==> src/rtl/addsub_div_ctrl.sv <==
// Multi-cycle restoring divider: one shared add/sub datapath, one trial subtract
// and one restore-or-keep step per quotient bit.
module addsub_div_ctrl #(
  parameter int unsigned WIDTH = 4
) (
  input  logic             clk,
  input  logic             rst,
  input  logic             start,
  input  logic [WIDTH-1:0] dividend,
  input  logic [WIDTH-1:0] divisor,
  output logic             busy,
  output logic             done,
  output logic [WIDTH-1:0] quotient,
  output logic [WIDTH-1:0] remainder,
  output logic             div_by_zero
);

  localparam int unsigned CntW = $clog2(WIDTH + 1);
  localparam logic [CntW-1:0] CntLast = CntW'(WIDTH - 1);

  typedef enum logic [1:0] {StIdle, StSub, StFix, StDone} state_e;

  state_e           state_q;
  logic [WIDTH:0]   r_q, t_q;
  logic [WIDTH-1:0] q_q, d_q;
  logic [CntW-1:0]  cnt_q;
  logic             busy_q, done_q, dz_q;
  logic [WIDTH-1:0] quo_q, rem_q;

  logic             sub;
  logic [WIDTH:0]   r_shift, add_a, add_b, add_sum;
  logic             unused_r_msb;

  // Single adder: subtract in SUB (inverted operand + carry-in), restore-add in FIX.
  always_comb begin
    sub     = (state_q == StSub);
    r_shift = {r_q[WIDTH-1:0], q_q[WIDTH-1]};
    add_a   = sub ? r_shift : t_q;
    add_b   = {1'b0, d_q} ^ {(WIDTH + 1){sub}};
    add_sum = add_a + add_b + (WIDTH + 1)'(sub);
  end

  assign unused_r_msb = r_q[WIDTH];

  always_ff @(posedge clk) begin
    if (rst) begin
      state_q <= StIdle;
      r_q     <= '0;
      t_q     <= '0;
      q_q     <= '0;
      d_q     <= '0;
      cnt_q   <= '0;
      busy_q  <= 1'b0;
      done_q  <= 1'b0;
      dz_q    <= 1'b0;
      quo_q   <= '0;
      rem_q   <= '0;
    end else begin
      done_q <= 1'b0;
      unique case (state_q)
        StIdle: begin
          if (start) begin
            if (divisor != '0) begin
              r_q     <= '0;
              q_q     <= dividend;
              d_q     <= divisor;
              cnt_q   <= '0;
              dz_q    <= 1'b0;
              busy_q  <= 1'b1;
              state_q <= StSub;
            end else begin
              quo_q   <= '1;
              rem_q   <= dividend;
              dz_q    <= 1'b1;
              state_q <= StDone;
            end
          end
        end
        StSub: begin
          t_q     <= add_sum;
          r_q     <= r_shift;
          q_q     <= {q_q[WIDTH-2:0], 1'b0};
          state_q <= StFix;
        end
        StFix: begin
          if (t_q[WIDTH]) begin
            r_q    <= add_sum;
            q_q[0] <= 1'b0;
          end else begin
            r_q    <= t_q;
            q_q[0] <= 1'b1;
          end
          cnt_q <= cnt_q + CntW'(1);
          if (cnt_q == CntLast) begin
            busy_q  <= 1'b0;
            state_q <= StDone;
          end else begin
            state_q <= StSub;
          end
        end
        StDone: begin
          done_q <= 1'b1;
          // Divide-by-zero results were already loaded when the request was taken.
          if (!dz_q) begin
            quo_q <= q_q;
            rem_q <= r_q[WIDTH-1:0];
          end
          state_q <= StIdle;
        end
        default: state_q <= StIdle;
      endcase
    end
  end

  assign busy        = busy_q;
  assign done        = done_q;
  assign quotient    = quo_q;
  assign remainder   = rem_q;
  assign div_by_zero = dz_q;

endmodule

==> config.mk <==
export PLATFORM = sky130hd
export DESIGN_NAME = addsub_div_ctrl
export DESIGN_NICKNAME = d
export VERILOG_FILES = /design/src/rtl/addsub_div_ctrl.sv
export SDC_FILE = /design/constraint.sdc
export NUM_CORES = 1
export LEC_CHECK = 0
export CAP_MARGIN = 30
export CELL_PAD_IN_SITES_DETAIL_PLACEMENT = 0
export CELL_PAD_IN_SITES_GLOBAL_PLACEMENT = 1
export CORE_MARGIN = 4
export CORE_UTILIZATION = 39
export DETAILED_ROUTE_END_ITERATION = 12
export PLACE_DENSITY_LB_ADDON = 0.1
export SYNTH_ARGS = -nofsm -noshare
export SYNTH_HDL_FRONTEND = slang
export SYNTH_SLANG_ARGS = --single-unit
==> constraint.sdc <==
create_clock -name clk -period 6.8 [get_ports clk]
set_input_delay 1.36 -clock clk [delete_from_list [all_inputs] [get_ports clk]]
set_output_delay 1.36 -clock clk [all_outputs]
set_load 0.02 [all_outputs]
==> summary.md, run 1 <==
| Metric | Value |
|---|---|
| CP peak stage delay | `680 ps` |
| First-pass GRT wire length | `7360 µm` |
| Antenna fix cells | `0` |
| Clock Power Share | `18.3%` |
| Critical path buffer and inverter count | `1` |
| First-pass DRT Iterations | `4` |
| Gate power share | `51.9%` |
| Share of cells above drive strength 1 | `7.49%` |
| Worst setup EP type | `flop` |
| Initial antenna violation count | `0` |
| Syn Inst Count | `211` |
| Final hold violation count | `0` |
| Yosys top cell by area | `dfxtp_1` |
| Fin Setup TNS | `0 ps` |
| Area after DPL | `2050 µm²` |
| Design Area, Final | `2170 µm²` |
| Clk Tree Root Cell | `clkbuf_8` |
| Worst Path Max Fanout | `11` |
| CP max-delay cell | `clkdlybuf4s50_1` |
| CTS tree | `yes` |
| Syn nets | `233` |
| Clock Latency Late Sink | `280 ps` |
| Number of global-route vias before repair | `1502` |
| Number of port buffers | `21` |
| Psw | `0.444 mW` |
| Kind of critical path | `in2reg` |
| EDFF count, synth | `0` |
| Worst Tran Pin Value | `754 ps` |
| Cell Chain, Critical Path | `clkdlybuf4s50_1 -> o41ai_1 -> a21oi_1 -> and2b_1 -> a41oi_1 -> o21ai_0` |
| Clock buffer depth | `2` |
| Pins Over Slew Limit | `0` |
| Largest delay share family, worst path | `compound AO/OA/AOI/OAI gates` |
| Starting Density | `41.2%` |
| RSZ-0062 raised after global routing | `no` |
| Main combinational cell family by area after synthesis | `compound AO/OA/AOI/OAI gates` |
| Synth Register Bits | `33` |
| Row count | `24` |
| Clk slew on worst S/H paths | `70 ps` |
| DRC Markers | `0` |
| Hold_buf cts | `0` |
| Most frequent cells after synthesis | `33 x dfxtp_1, 32 x nor2_1, 14 x nand2_1, 13 x a21oi_1, 11 x inv_1` |
| Vias | `1569` |
| Max Clock Freq | `311 MHz` |
| Final Util | `48.7%` |
| CP startpoint kind | `input pin` |
| Synth Area in Simple Gates | `19.1%` |
| CTS resizes | `0` |
| Syn_area_per_cell | `8.68 µm²` |
| Pwr Density | `480 nW/µm²` |
| Multiplexer area fraction after synthesis | `7.93%` |
| Sequential share of power | `29.8%` |
| H-tree depth | `2` |
| Dominant cell by count in the synthesized netlist | `dfxtp_1` |
| Final period util | `47.2%` |
| Synth Cell Area | `1830 µm²` |
| Crit path time final | `3210 ps` |
| CTS buffer count | `5` |
| # Post-CTS Setup Buffers | `0` |
| Relative slew slack | `49.7%` |
| Maximum vdd drop | `188 µV` |
| Core area | `4440 µm²` |
| Post-DP HPWL | `3060 µm` |
| Asr flop ratio synth | `0%` |
| Main flop type after synthesis | `dfxtp_1` |
| Net Sw Frac | `42.7%` |
| Grt ovf | `0` |
| Power Total | `1.04 mW` |
| Register area | `661 µm²` |
| Internal power | `0.596 mW` |
| Complex-gate fraction of the synthesized area | `20.8%` |
| Die area | `5850 µm²` |
| Setup violators final | `0` |
| Leakage | `0.824 nW` |
| Area growth from synthesis to layout | `18.3%` |
| CP arrival | `3370 ps` |
| YS warnings | `0` |
| Antenna violation net count after detailed routing | `0` |
| Status | `finished, final reports clean` |
| Post-Synth XOR/XNOR Area | `2.39%` |
| Max Cap Viol | `0` |
| Count of different cell masters after synthesis | `48` |
| Width of the die | `76.5 µm` |
| Final nets | `248` |
| Initial DRC Count | `84` |
| Multi-input gate area | `1060 µm²` |
| Chip height | `76.5 µm` |
| Sequential-to-total area share from yosys stat | `36.1%` |
| Hold Crit Class | `reg2reg` |
| Final wirelength | `4340 µm` |
| WP data required | `6960 ps` |
| Fillers | `428` |
| Post-synthesis adder-cell area fraction | `7.93%` |
| Routed WL per cell | `15.5 µm` |
| RD Place Congestion | `0.787` |
| Ports | `22` |
| Top cells by area, synth | `dfxtp_1 36%, ha_1 6.8%, nor2_1 6.6%, mux2i_1 5.5%, a211oi_1 4.1%` |
| Worst Skew | `5.90 ps` |
| Pin count of the biggest net entering global routing | `35` |
| Top-area cell type share of the netlist area | `36.1%` |
| CTS sink count | `33` |
| Total global routing track utilization | `15.6%` |
| Via density | `5.62` |
[final timing paths]
path | start | endpoint | slack (ps) | cells after the start
min reg2reg | d_q[2] | d_q[2] | 470 | 2
max reg2reg | state_q[1] | r_q[3] | 3920 | 8
min | d_q[2] | d_q[2] | 470 | 2
max | start | r_q[0] | 3590 | 6
[power groups by stage]
stage	sequential (mW)	combinational, mW	clock [mW]
global placement	0.310	0.523	0
floorplan	0.320	0.393	0
global route	0.319	0.603	0.204
finish	0.310	0.539	0.191
CTS	0.309	0.541	0.194
detailed placement	0.313	0.539	0
[stage by stage]
step,setup slack [ps],instances,hold slack [ps]
detailed placement,3320,271,464
finish,3590,279,473
global placement,3400,271,462
floorplan,4190,211,448
global route,3380,279,499
CTS,3600,279,474
[kinds of logic after synthesis]
group,Yosys count
mux,14
flops,33
buf+inv,25
simple gates,71
compound gates,52
xor+xnor,5
fa+ha+maj,11
[per-layer routing]
layer | GRT usage [%] | up-vias | part of all wire, %
li1 | - | 784 | -
met1 | 19.8 | 753 | 47
met2 | 25.7 | 26 | 48
met3 | 4.02 | 6 | 3.4
met4 | 4.89 | 0 | 1.2
met5 | 0 | - | 0
[worst reg2reg max path, stage by stage, from the launching register on]
cell and delay [ps]:
dfxtp_1 330, inv_1 130, ha_1 560, mux2_2 410, ha_1 340, nand2_1 60, o31ai_1 500, nor4_1 160
a221o_1 280
[layout make-up]
cell class	instances	share of cell area [%]
Clock buffer	7	3.99
Clock inverter	1	1.39
Inverter	11	1.91
Multi-Input combinational cell	153	49.2
Sequential cell	33	30.5
Tap cell	52	3.00
Timing Repair Buffer	22	10.1
[registers in the layout, indices dropped and copies added, names as in the netlist]
name	cells
t_q	5
div_by_zero	1
done	1
q_q	4
busy	1
d_q	4
remainder	4
state_q	2
r_q	4
cnt_q	3
quotient	4
[placed cells by master, fill, tap and decap left out, types with 6 or more instances in the layout]
master and count:
nor2_1 32, inv_1 11, a21oi_1 13, dfxtp_1 33, ha_1 10, a211oi_1 10, mux2i_1 10, clkdlybuf4s50_1 21
clkbuf_8 6, nand2_1 14
Power figures use the tool's default switching activity.
==> run 2: changes to the inputs <==
--- a/config.mk
+++ b/config.mk
@@ -9,7 +9,7 @@
 export CELL_PAD_IN_SITES_DETAIL_PLACEMENT = 0
 export CELL_PAD_IN_SITES_GLOBAL_PLACEMENT = 1
 export CORE_MARGIN = 4
-export CORE_UTILIZATION = 39
+export CORE_UTILIZATION = 38
 export DETAILED_ROUTE_END_ITERATION = 12
 export PLACE_DENSITY_LB_ADDON = 0.1
 export SYNTH_ARGS = -nofsm -noshare
==> constraint.sdc (replaced) <==
create_clock -name clk -period 2.8 [get_ports clk]
set_input_delay 0.56 -clock clk [delete_from_list [all_inputs] [get_ports clk]]
set_output_delay 0.56 -clock clk [all_outputs]
set_load 0.02 [all_outputs]
==> run 2 against run 1 <==
Effect of this change: combinational power grew 150%; register-to-register slack lost 3600 ps; critical path depth grew 3; via count shrank 0.64%; die area grew 2.4%; routed wire length shrank 3.0%; final cell count grew 2.2%; non-clock buffer count grew 6; clock-buffer cell count grew 1; largest power group unchanged; worst hold slack gained 4.5 ps; design area grew 0.40%.
==> summary.md, run 2 (synthesized netlist as in run 1, its figures left out) <==
| Metric | Value |
|---|---|
| Status | `finished, final reports clean` |
| Antenna fix cells | `0 (unchanged)` |
| Final period util | `87.8%` |
| # Post-CTS Setup Buffers | `0 (unchanged)` |
| Pins Over Slew Limit | `0 (unchanged)` |
| Antenna violation net count after detailed routing | `0 (unchanged)` |
| Number of flip-flops in the largest register | `5 (unchanged)` |
| WHS Endpoint | `div_by_zero` |
| M2 GR Usage | `24.2% (-1.6 points)` |
| Placed cell count | `277 (+2.2%)` |
| Core area | `4500 µm² (+1.4%)` |
| Hold Crit Class | `reg2reg` |
| Pwr Density | `1110 nW/µm² (+130%)` |
| Max Clock Freq | `407 MHz` |
| Initial antenna violation count | `0 (unchanged)` |
| Cell Chain, Critical Path | `inv_1 -> ha_1 -> mux2_2 -> fa_1 -> xnor2_1 -> a21oi_1 -> a21o_1 -> a31oi_1 -> nor2_1` |
| CP arrival | `2640 ps (-730 ps)` |
| Reg2Reg Setup Slack | `340 ps (-3580 ps)` |
| WHS Path Cells | `2 (unchanged)` |
| CP max-delay cell | `fa_1` |
| CTS sink count | `33 (unchanged)` |
| Vias | `1559 (-0.64%)` |
| Pin count of the biggest net entering global routing | `17 (-51%)` |
| CP Launch Point | `state_q[1]` |
| Leakage | `0.835 nW (+1.3%)` |
| Row count | `24 (unchanged)` |
| Final nets | `254 (+2.4%)` |
| Clock Latency Late Sink | `280 ps (about the same)` |
| Hold_buf cts | `0 (unchanged)` |
| Post-DP HPWL | `3230 µm (+5.4%)` |
| Kind of critical path | `reg2reg` |
| Worst setup EP type | `flop` |
| RD Place Congestion | `0.771 (-2.1%)` |
| Worst r2r src | `state_q[1]` |
| First-pass GRT wire length | `7340 µm (-0.29%)` |
| Clock buffer depth | `2 (unchanged)` |
| Clk slew on worst S/H paths | `70 ps (about the same)` |
| CP startpoint kind | `flop` |
| CP peak stage delay | `460 ps (-220 ps)` |
| Maximum vdd drop | `546 µV (+190%)` |
| Worst r2r dst | `r_q[2]` |
| CTS tree | `yes` |
| Final wirelength | `4210 µm (-3.0%)` |
| Final Util | `48.3% (-0.46 points)` |
| Most frequent cells in the layout | `33 x dfxtp_1, 32 x nor2_1, 21 x clkdlybuf4s50_1` |
| Width of the die | `77.4 µm (+1.2%)` |
| Most common cell after layout, fill and taps aside | `dfxtp_1` |
| Die area | `5990 µm² (+2.4%)` |
| H-tree depth | `2 (unchanged)` |
| M1 GR Usage | `20.1% (+0.30 points)` |
| First-pass DRT Iterations | `4 (unchanged)` |
| CTS buffer count | `5 (unchanged)` |
| Routed WL per cell | `14.8 µm (-5.0%)` |
| Fin Setup TNS | `0 ps (unchanged)` |
| Most flops, register | `t_q` |
| Starting Density | `40.6% (-0.55 points)` |
| Via density | `5.47 (-2.7%)` |
| Power Total | `2.42 mW (+130%)` |
| Ports | `22 (unchanged)` |
| Share of cells above drive strength 1 | `9.01% (+1.5 points)` |
| Final hold violation count | `0 (unchanged)` |
| RSZ-0062 raised after global routing | `no` |
| Crit path time final | `2460 ps` |
| DRC Markers | `0 (unchanged)` |
| Critical path buffer and inverter count | `1 (unchanged)` |
| Area growth from synthesis to layout | `18.8%` |
| Worst Path Max Fanout | `7 (-4)` |
| Initial DRC Count | `79 (-6.0%)` |
| Worst Tran Pin Value | `581 ps (-173 ps)` |
| Relative slew slack | `61.2% (+12 points)` |
| Grt met3 use | `4.98% (+0.96 points)` |
| Non-Filler Instances | `285 (+2.2%)` |
| Largest delay share family, worst path | `adder cells` |
| Hold path start | `div_by_zero` |
| Number of port buffers | `21 (unchanged)` |
| Chip height | `77.4 µm (+1.2%)` |
| Total global routing track utilization | `15.3% (-0.25 points)` |
| Grt ovf | `0 (unchanged)` |
| Worst Skew | `9.11 ps (+3.21 ps)` |
| Number of global-route vias before repair | `1492 (-0.67%)` |
| Max Cap Viol | `0 (unchanged)` |
| Setup violators final | `0 (unchanged)` |
| Hold Worst Slack | `478 ps (+4.46 ps)` |
| CTS resizes | `0 (unchanged)` |
| Clk Tree Root Cell | `clkbuf_8` |
| Worst r2r path cells | `9 (+1)` |
| WP data required | `2980 ps (-3980 ps)` |
| Busiest grt layer | `met2` |
run 2: cell count changes in the layout (fill, tap and decap cells not counted):
cell and change:
buf_4 +6, bufinv_16 -1, clkbuf_1 +2, clkbuf_8 -1
run 2: per-stage QoR:
stage	instance area, µm²	setup slack, ps
2_1_floorplan	1830	243
3_3_place_gp	2090	376
6_report	2170	341
3_5_place_dp	2090	317
4_1_cts	2170	316
5_1_grt	2170	116
run 2: worst min-delay path, stage by stage (launching register included):
cell	delay, ps
dfxtp_1	320
nand2_1	60
a21oi_1	50
run 2: area by class of cell:
class / count / area, µm²
Timing Repair Buffer: 28 / 263
Inverter: 11 / 41.3
Multi-Input combinational cell: 153 / 1060
Tap cell: 52 / 65.1
Sequential cell: 33 / 661
Clock buffer: 8 / 80.1
Fill cell: 441 / 2330
run 2: report_power, final:
part           internal, mW  switching [mW]  leakage, nW
Sequential            0.622           0.124        0.271
Clock                 0.177           0.169       0.0395
Combinational         0.572           0.757        0.525
Total                  1.37            1.05        0.835
run 2: per-layer routing:
layer	vias to the layer above	routed length (µm)
met3	5	193
met1	736	2030
met4	0	52
met5	-	0
met2	23	1930
li1	795	-
run 2: worst max path at each step:
stage / end / slack (ps) / depth (start not counted)
4_1_cts: r_q[2] / 320 / 9
3_5_place_dp: r_q[2] / 320 / 9
6_report: r_q[2] / 340 / 9
3_3_place_gp: r_q[2] / 380 / 9
5_1_grt: r_q[2] / 120 / 9
2_1_floorplan: r_q[1] / 240 / 10
==> run 3: changes to the inputs <==
--- a/config.mk
+++ b/config.mk
@@ -8,6 +8,7 @@
 export CAP_MARGIN = 30
 export CELL_PAD_IN_SITES_DETAIL_PLACEMENT = 0
 export CELL_PAD_IN_SITES_GLOBAL_PLACEMENT = 1
+export CORE_ASPECT_RATIO = 1.2
 export CORE_MARGIN = 4
 export CORE_UTILIZATION = 38
 export DETAILED_ROUTE_END_ITERATION = 12
==> run 3 against run 2 <==
Effect of this change: power is 0.46% higher; clock skew fell by 1.8 ps; first-iteration DRC count rose by 41%; final cell count up 2.1%; sequential share of layout area fell by 0.14 points; global-route usage increased by 0.22 points; die area about the same; worst hold slack got worse by 7.8 ps; largest cell class unchanged; largest power group unchanged.
==> summary.md, run 3 (synthesized netlist as in run 1, its figures left out) <==
| Metric | Value |
|---|---|
| Chip height | `84.0 µm (+8.6%)` |
| Status | `finished, final reports clean` |
| Worst Tran Pin Value | `578 ps (-2.91 ps)` |
| Vias | `1594 (+2.2%)` |
| Non-Filler Instances | `291 (+2.1%)` |
| RSZ-0062 raised after global routing | `no` |
| Clock Power Share | `14.0% (-0.3 points)` |
| CTS buffer count | `5 (unchanged)` |
| CTS resizes | `0 (unchanged)` |
| Area after DPL | `2100 µm² (+0.36%)` |
| DRC Markers | `0 (unchanged)` |
| Hold Crit Class | `reg2reg` |
| WP data required | `2970 ps (about the same)` |
| Max Clock Freq | `394 MHz (-3.2%)` |
| Relative slew slack | `61.4% (+0.19 points)` |
| Hold_buf cts | `0 (unchanged)` |
| Setup violators final | `0 (unchanged)` |
| Net Sw Frac | `43.8% (+0.42 points)` |
| CTS sink count | `33 (unchanged)` |
| Max Cap Viol | `0 (unchanged)` |
| Final period util | `90.7% (+2.9 points)` |
| Design Area, Final | `2180 µm² (+0.46%)` |
| Pwr Density | `1110 nW/µm² (about the same)` |
| Fin Setup TNS | `0 ps (unchanged)` |
| Internal power | `1.37 mW (-0.29%)` |
| CP startpoint kind | `flop` |
| Clock buffer depth | `2 (unchanged)` |
| Starting Density | `39.6% (-1.1 points)` |
| Clk Tree Root Cell | `clkbuf_8` |
| Worst Skew | `7.35 ps (-1.76 ps)` |
| Final wirelength | `4470 µm (+6.2%)` |
| CP arrival | `2710 ps (+70 ps)` |
| Sequential share of power | `30.9% (about the same)` |
| Grt ovf | `0 (unchanged)` |
| Clock Latency Late Sink | `280 ps (about the same)` |
| Initial DRC Count | `111 (+41%)` |
| Number of flip-flops in the largest register | `5 (unchanged)` |
| First-pass GRT wire length | `7460 µm (+1.6%)` |
| Width of the die | `71.4 µm (-7.8%)` |
| Psw | `1.07 mW (+1.4%)` |
| Worst r2r path cells | `10 (+1)` |
| Final hold violation count | `0 (unchanged)` |
| Kind of critical path | `reg2reg` |
| Routed WL per cell | `15.4 µm (+4.0%)` |
| Setup WS post-layout | `260 ps (-81.7 ps)` |
| Post-DP HPWL | `3390 µm (+4.9%)` |
| RD Place Congestion | `0.796 (+3.2%)` |
| Placed cell count | `283 (+2.2%)` |
| Share of cells above drive strength 1 | `9.87% (+0.86 points)` |
| Maximum vdd drop | `462 µV (-15%)` |
| Most frequent cells in the layout | `33 x dfxtp_1, 32 x nor2_1, 21 x clkdlybuf4s50_1` |
| Die area | `6000 µm² (about the same)` |
| Pins Over Slew Limit | `0 (unchanged)` |
| Most common cell after layout, fill and taps aside | `dfxtp_1` |
| Top sig layer | `met4` |
| Met2 Wirelength | `2320 µm (+20%)` |
| # Post-CTS Setup Buffers | `0 (unchanged)` |
| Worst Path Max Fanout | `9 (+2)` |
| Total global routing track utilization | `15.5% (+0.22 points)` |
| Antenna violation net count after detailed routing | `0 (unchanged)` |
| Most flops, register | `t_q` |
| Leakage | `0.840 nW (+0.65%)` |
| Number of global-route vias before repair | `1543 (+3.4%)` |
| Via density | `5.48 (+0.14%)` |
| Final Util | `47.2% (-1.1 points)` |
| CTS tree | `yes` |
| Number of port buffers | `21 (unchanged)` |
| Hold Worst Slack | `470 ps (-7.79 ps)` |
| Area growth from synthesis to layout | `19.3%` |
| Clk slew on worst S/H paths | `70 ps (about the same)` |
| Gate power share | `55.1% (+0.2 points)` |
| H-tree depth | `2 (unchanged)` |
| Worst setup EP type | `flop` |
| First-pass DRT Iterations | `4 (unchanged)` |
| Power Total | `2.43 mW (+0.46%)` |
| Setup WS pre-CTS | `249 ps (-67.9 ps)` |
| Met3 WL post-DR | `188 µm (-2.6%)` |
| Row count | `27 (+13%)` |
| WHS Path Cells | `2 (unchanged)` |
| Core area | `4630 µm² (+2.8%)` |
| Pin count of the biggest net entering global routing | `17 (unchanged)` |
| Wire length on met1 | `1890 µm (-6.9%)` |
| Final nets | `254 (unchanged)` |
| Initial antenna violation count | `0 (unchanged)` |
| Crit path time final | `2540 ps (+81.7 ps)` |
| Ports | `22 (unchanged)` |
| Antenna fix cells | `0 (unchanged)` |
==> run 3: cell types whose count changed in the layout (fill, tap and decap cells not counted) <==
cell,delta
clkinv_2,+2
clkbuf_1,-2
==> run 3: final cells by class <==
class                      instances  area, µm²
clock buffer                       6       72.6
clock inverter                     2       10.0
fill                             459       2440
inverter                          11       41.3
multi-input combinational        153       1060
sequential                        33        661
tap                               58       72.6
timing repair buffer              28        263
==> run 3: path summary, 6_finish.rpt <==
| check | startpoint | slack [ps] | endpoint |
|---|---|---|---|
| max | state_q[1] | 260 | r_q[1] |
| min | d_q[3] | 470 | d_q[3] |
| max reg2reg | state_q[1] | 260 | r_q[1] |
| min reg2reg | d_q[3] | 470 | d_q[3] |
==> run 3: per-layer routing <==
layer | vias to the layer above | track usage [%]
met5 | - | 0
met4 | 0 | 5.64
met3 | 7 | 3.49
met2 | 34 | 27.3
met1 | 763 | 18.0
li1 | 790 | -
==> run 3: power by group through the flow <==
stage | Combinational, mW | Clock (mW) | Sequential (mW)
floorplan | 0.954 | 0 | 0.778
finish | 1.34 | 0.341 | 0.751
global route | 1.50 | 0.379 | 0.768
detailed placement | 1.35 | 0 | 0.758
global placement | 1.31 | 0 | 0.750
CTS | 1.36 | 0.354 | 0.750
==> run 3: critical path: stages (launching register included) <==
cell and delay, ps:
dfxtp_1 340, inv_1 120, ha_1 390, nand2_1 150
and3_1 220, nor2_1 160, fa_1 440, mux2_2 280
a22o_1 200, nand3_1 80, a21oi_1 60
==> RTL change: new RTL, config.mk and constraints of run 3 <==
Encoding of `state_e`: now Gray code (2 bits for 4 states).
--- a/src/rtl/addsub_div_ctrl.sv
+++ b/src/rtl/addsub_div_ctrl.sv
@@ -19,5 +19,5 @@
   localparam logic [CntW-1:0] CntLast = CntW'(WIDTH - 1);
 
-  typedef enum logic [1:0] {StIdle, StSub, StFix, StDone} state_e;
+  typedef enum logic [1:0] {StIdle = 2'b00, StSub = 2'b01, StFix = 2'b11, StDone = 2'b10} state_e;
 
   state_e           state_q;
Check against the original RTL: same outputs for any inputs over 10 cycles, from zero or initial values and one cycle with rst high; not proved beyond that.
==> RTL change against run 3 <==
- wire length is 7.5% lower
- maximum frequency increased by 6.3%
- sequential cell count is the same
- critical path depth fell by 2
- cell count shrank 2.4%
- cell area shrank 5.6%
- setup slack gained 150 ps
- utilization rose by 0.10 points
- synthesized area shrank 4.0%
- via count decreased by 3.6%
- synthesized cell count down 1.9%
- critical endpoint is now r_q[2]
Power is not compared: it rests on default switching activity, and its combinational part moved more than twofold at a synthesized area within 25%.
==> RTL change: results (changes against run 3) <==
- Status: complete, no violations
- Postcts setup bufs: 0 (unchanged)
- Post-synth ARST share: 0% (unchanged)
- Post-synthesis compound-gate area fraction: 20.7% (-0.12 points)
- GP Congestion: 0.724 (-9.1%)
- DP HPWL: 3.09 mm (-8.6%)
- Gr ovfl total: 0 (unchanged)
- Largest net degree at the start of global routing: 22 (+5)
- Root buffer cell: clkbuf_8
- Peak supply drop: 0.220 mV
- Max reg flops: 5 (unchanged)
- Register bank with the most flops: t_q
- First-pass GRT wire length: 7.07 mm (-5.3%)
- Synth cell types: 40 (-17%)
- Post-synthesis cell area: 0.00176 mm2 (-4.0%)
- Post-synthesis sequential area ratio: 37.6% (+1.5 points)
- Maximum clock insertion buffer count: 2 (unchanged)
- Total GRT Usage: 15.4% (-0.16 points)
- Layout fillers: 458 (-0.22%)
- Pre-Repair DR Iteration Count: 4 (unchanged)
- Num CTS Buffers: 5 (unchanged)
- PortBufs: 21 (unchanged)
- Worst-path fanout max: 10 (+1)
- Final Skew: 3.27 ps (-4.08 ps)
- Clock slew at reported path FFs: 70 ps (about the same)
- DR iter-0 viols: 61 (-45%)
- Syn nets: 224 (-3.9%)
- Slowest CP cell: fa_1
- Slew headroom: 56.3% (-5.1 points)
- Htree depth: 2 (unchanged)
- Largest stage delay, worst path: 470 ps (+30 ps)
- Most frequent cells after synthesis: nand2_1, dfxtp_1, a21oi_1, nor2_1, clkbuf_1
- Clock Latency Late Sink: 280 ps (about the same)
- R2r startpoint: state_q[0]
- # setup viols final: 0 (unchanged)
- Vias per cell: 5.41 (-1.3%)
- Post-synthesis mux area share: 3.42% (-4.5 points)
- Yosys Warn Count: 0 (unchanged)
- Xor and xnor area share after synthesis: 3.49% (+1.1 points)
- DP Area: 0.00199 mm2 (-5.4%)
- Initial antenna violation count: 0 (unchanged)
- # resized after CTS: 0 (unchanged)
- Post-Synth Adder-Cell Area: 4.70% (-3.2 points)
- Vias in the first global route: 1486 (-3.7%)
- Crit path DAT: 2580 ps (-130 ps)
- Synth area leaders: dfxtp_1, nand2_1, a21oi_1
- Critical path class: reg -> reg
- Hold WC Path Type: reg -> reg
- N_diodes: 0 (unchanged)
- Avg WL per Cell: 14.6 um (-5.2%)
- Hold Crit Start: d_q[2]
- Layout cells sized above 1: 10.1% (+0.22 points)
- Static Leak: 0.763 nW
- Final #Nets: 246 (-3.1%)
RTL change: worst paths after layout:
path / to / slack [ps] / cells after the start
max: r_q[2] / 410 / 8
max reg2reg: r_q[2] / 410 / 8
min reg2reg: d_q[2] / 470 / 2
min: d_q[2] / 470 / 2
RTL change: cells by family (layout without fill, tap and decap cells):
family	Yosys count	in the layout
muxes	6	6
DFF	33	33
buffers and inverters	17	38
and+or+nand+nor	83	83
AOI/OAI and AO/OA	55	55
xor gates and xnor gates	7	7
adders and majority gates	6	6
RTL change: per-layer routing:
layer	part of all wire, %	vias up	routed length, um	track usage (%)
met5	0	-	0	0
met3	4.6	4	189	4.24
met1	45	717	1880	17.9
met4	1.3	0	54	6.32
li1	-	780	-	-
met2	49	35	2010	26.9
RTL change: final cells by class:
class,instances,area [um2],area share [%]
Sequential cell,33,661,32.0
Clock buffer,5,68.8,3.34
Clock inverter,1,5.00,0.243
Inverter,3,11.3,0.546
Multi-Input combinational cell,157,976,47.3
Tap cell,56,70.1,3.40
Timing Repair Buffer,29,270,13.1
RTL change: metrics by stage:
stage / worst slack, ps / util (%) / power, mW / hold slack (ps) / instances
2_1_floorplan: 584 / - / 0.720 / 449 / 207
3_3_place_gp: 383 / 45.6 / 0.792 / 457 / 278
3_5_place_dp: 329 / 45.6 / 0.798 / 467 / 278
4_1_cts: 393 / 47.3 / 1.13 / 477 / 284
5_1_grt: 197 / 47.3 / 1.18 / 513 / 284
6_report: 411 / 47.3 / 1.12 / 471 / 284
RTL change: critical path, delay by kind of cell, from the launching register on:
family / cells / cell delay [ps]
simple gates: 4 / 800
compound gates: 1 / 240
mux: 1 / 110
fa+ha+maj: 1 / 470
flops: 1 / 450
xor+xnor: 1 / 230
RTL change: where the power goes:
part / internal, mW / switching (mW) / leakage (nW)
logic: 0.111 / 0.141 / 0.453
clock network: 0.164 / 0.169 / 0.0399
registers: 0.504 / 0.0301 / 0.270
total: 0.779 / 0.341 / 0.763
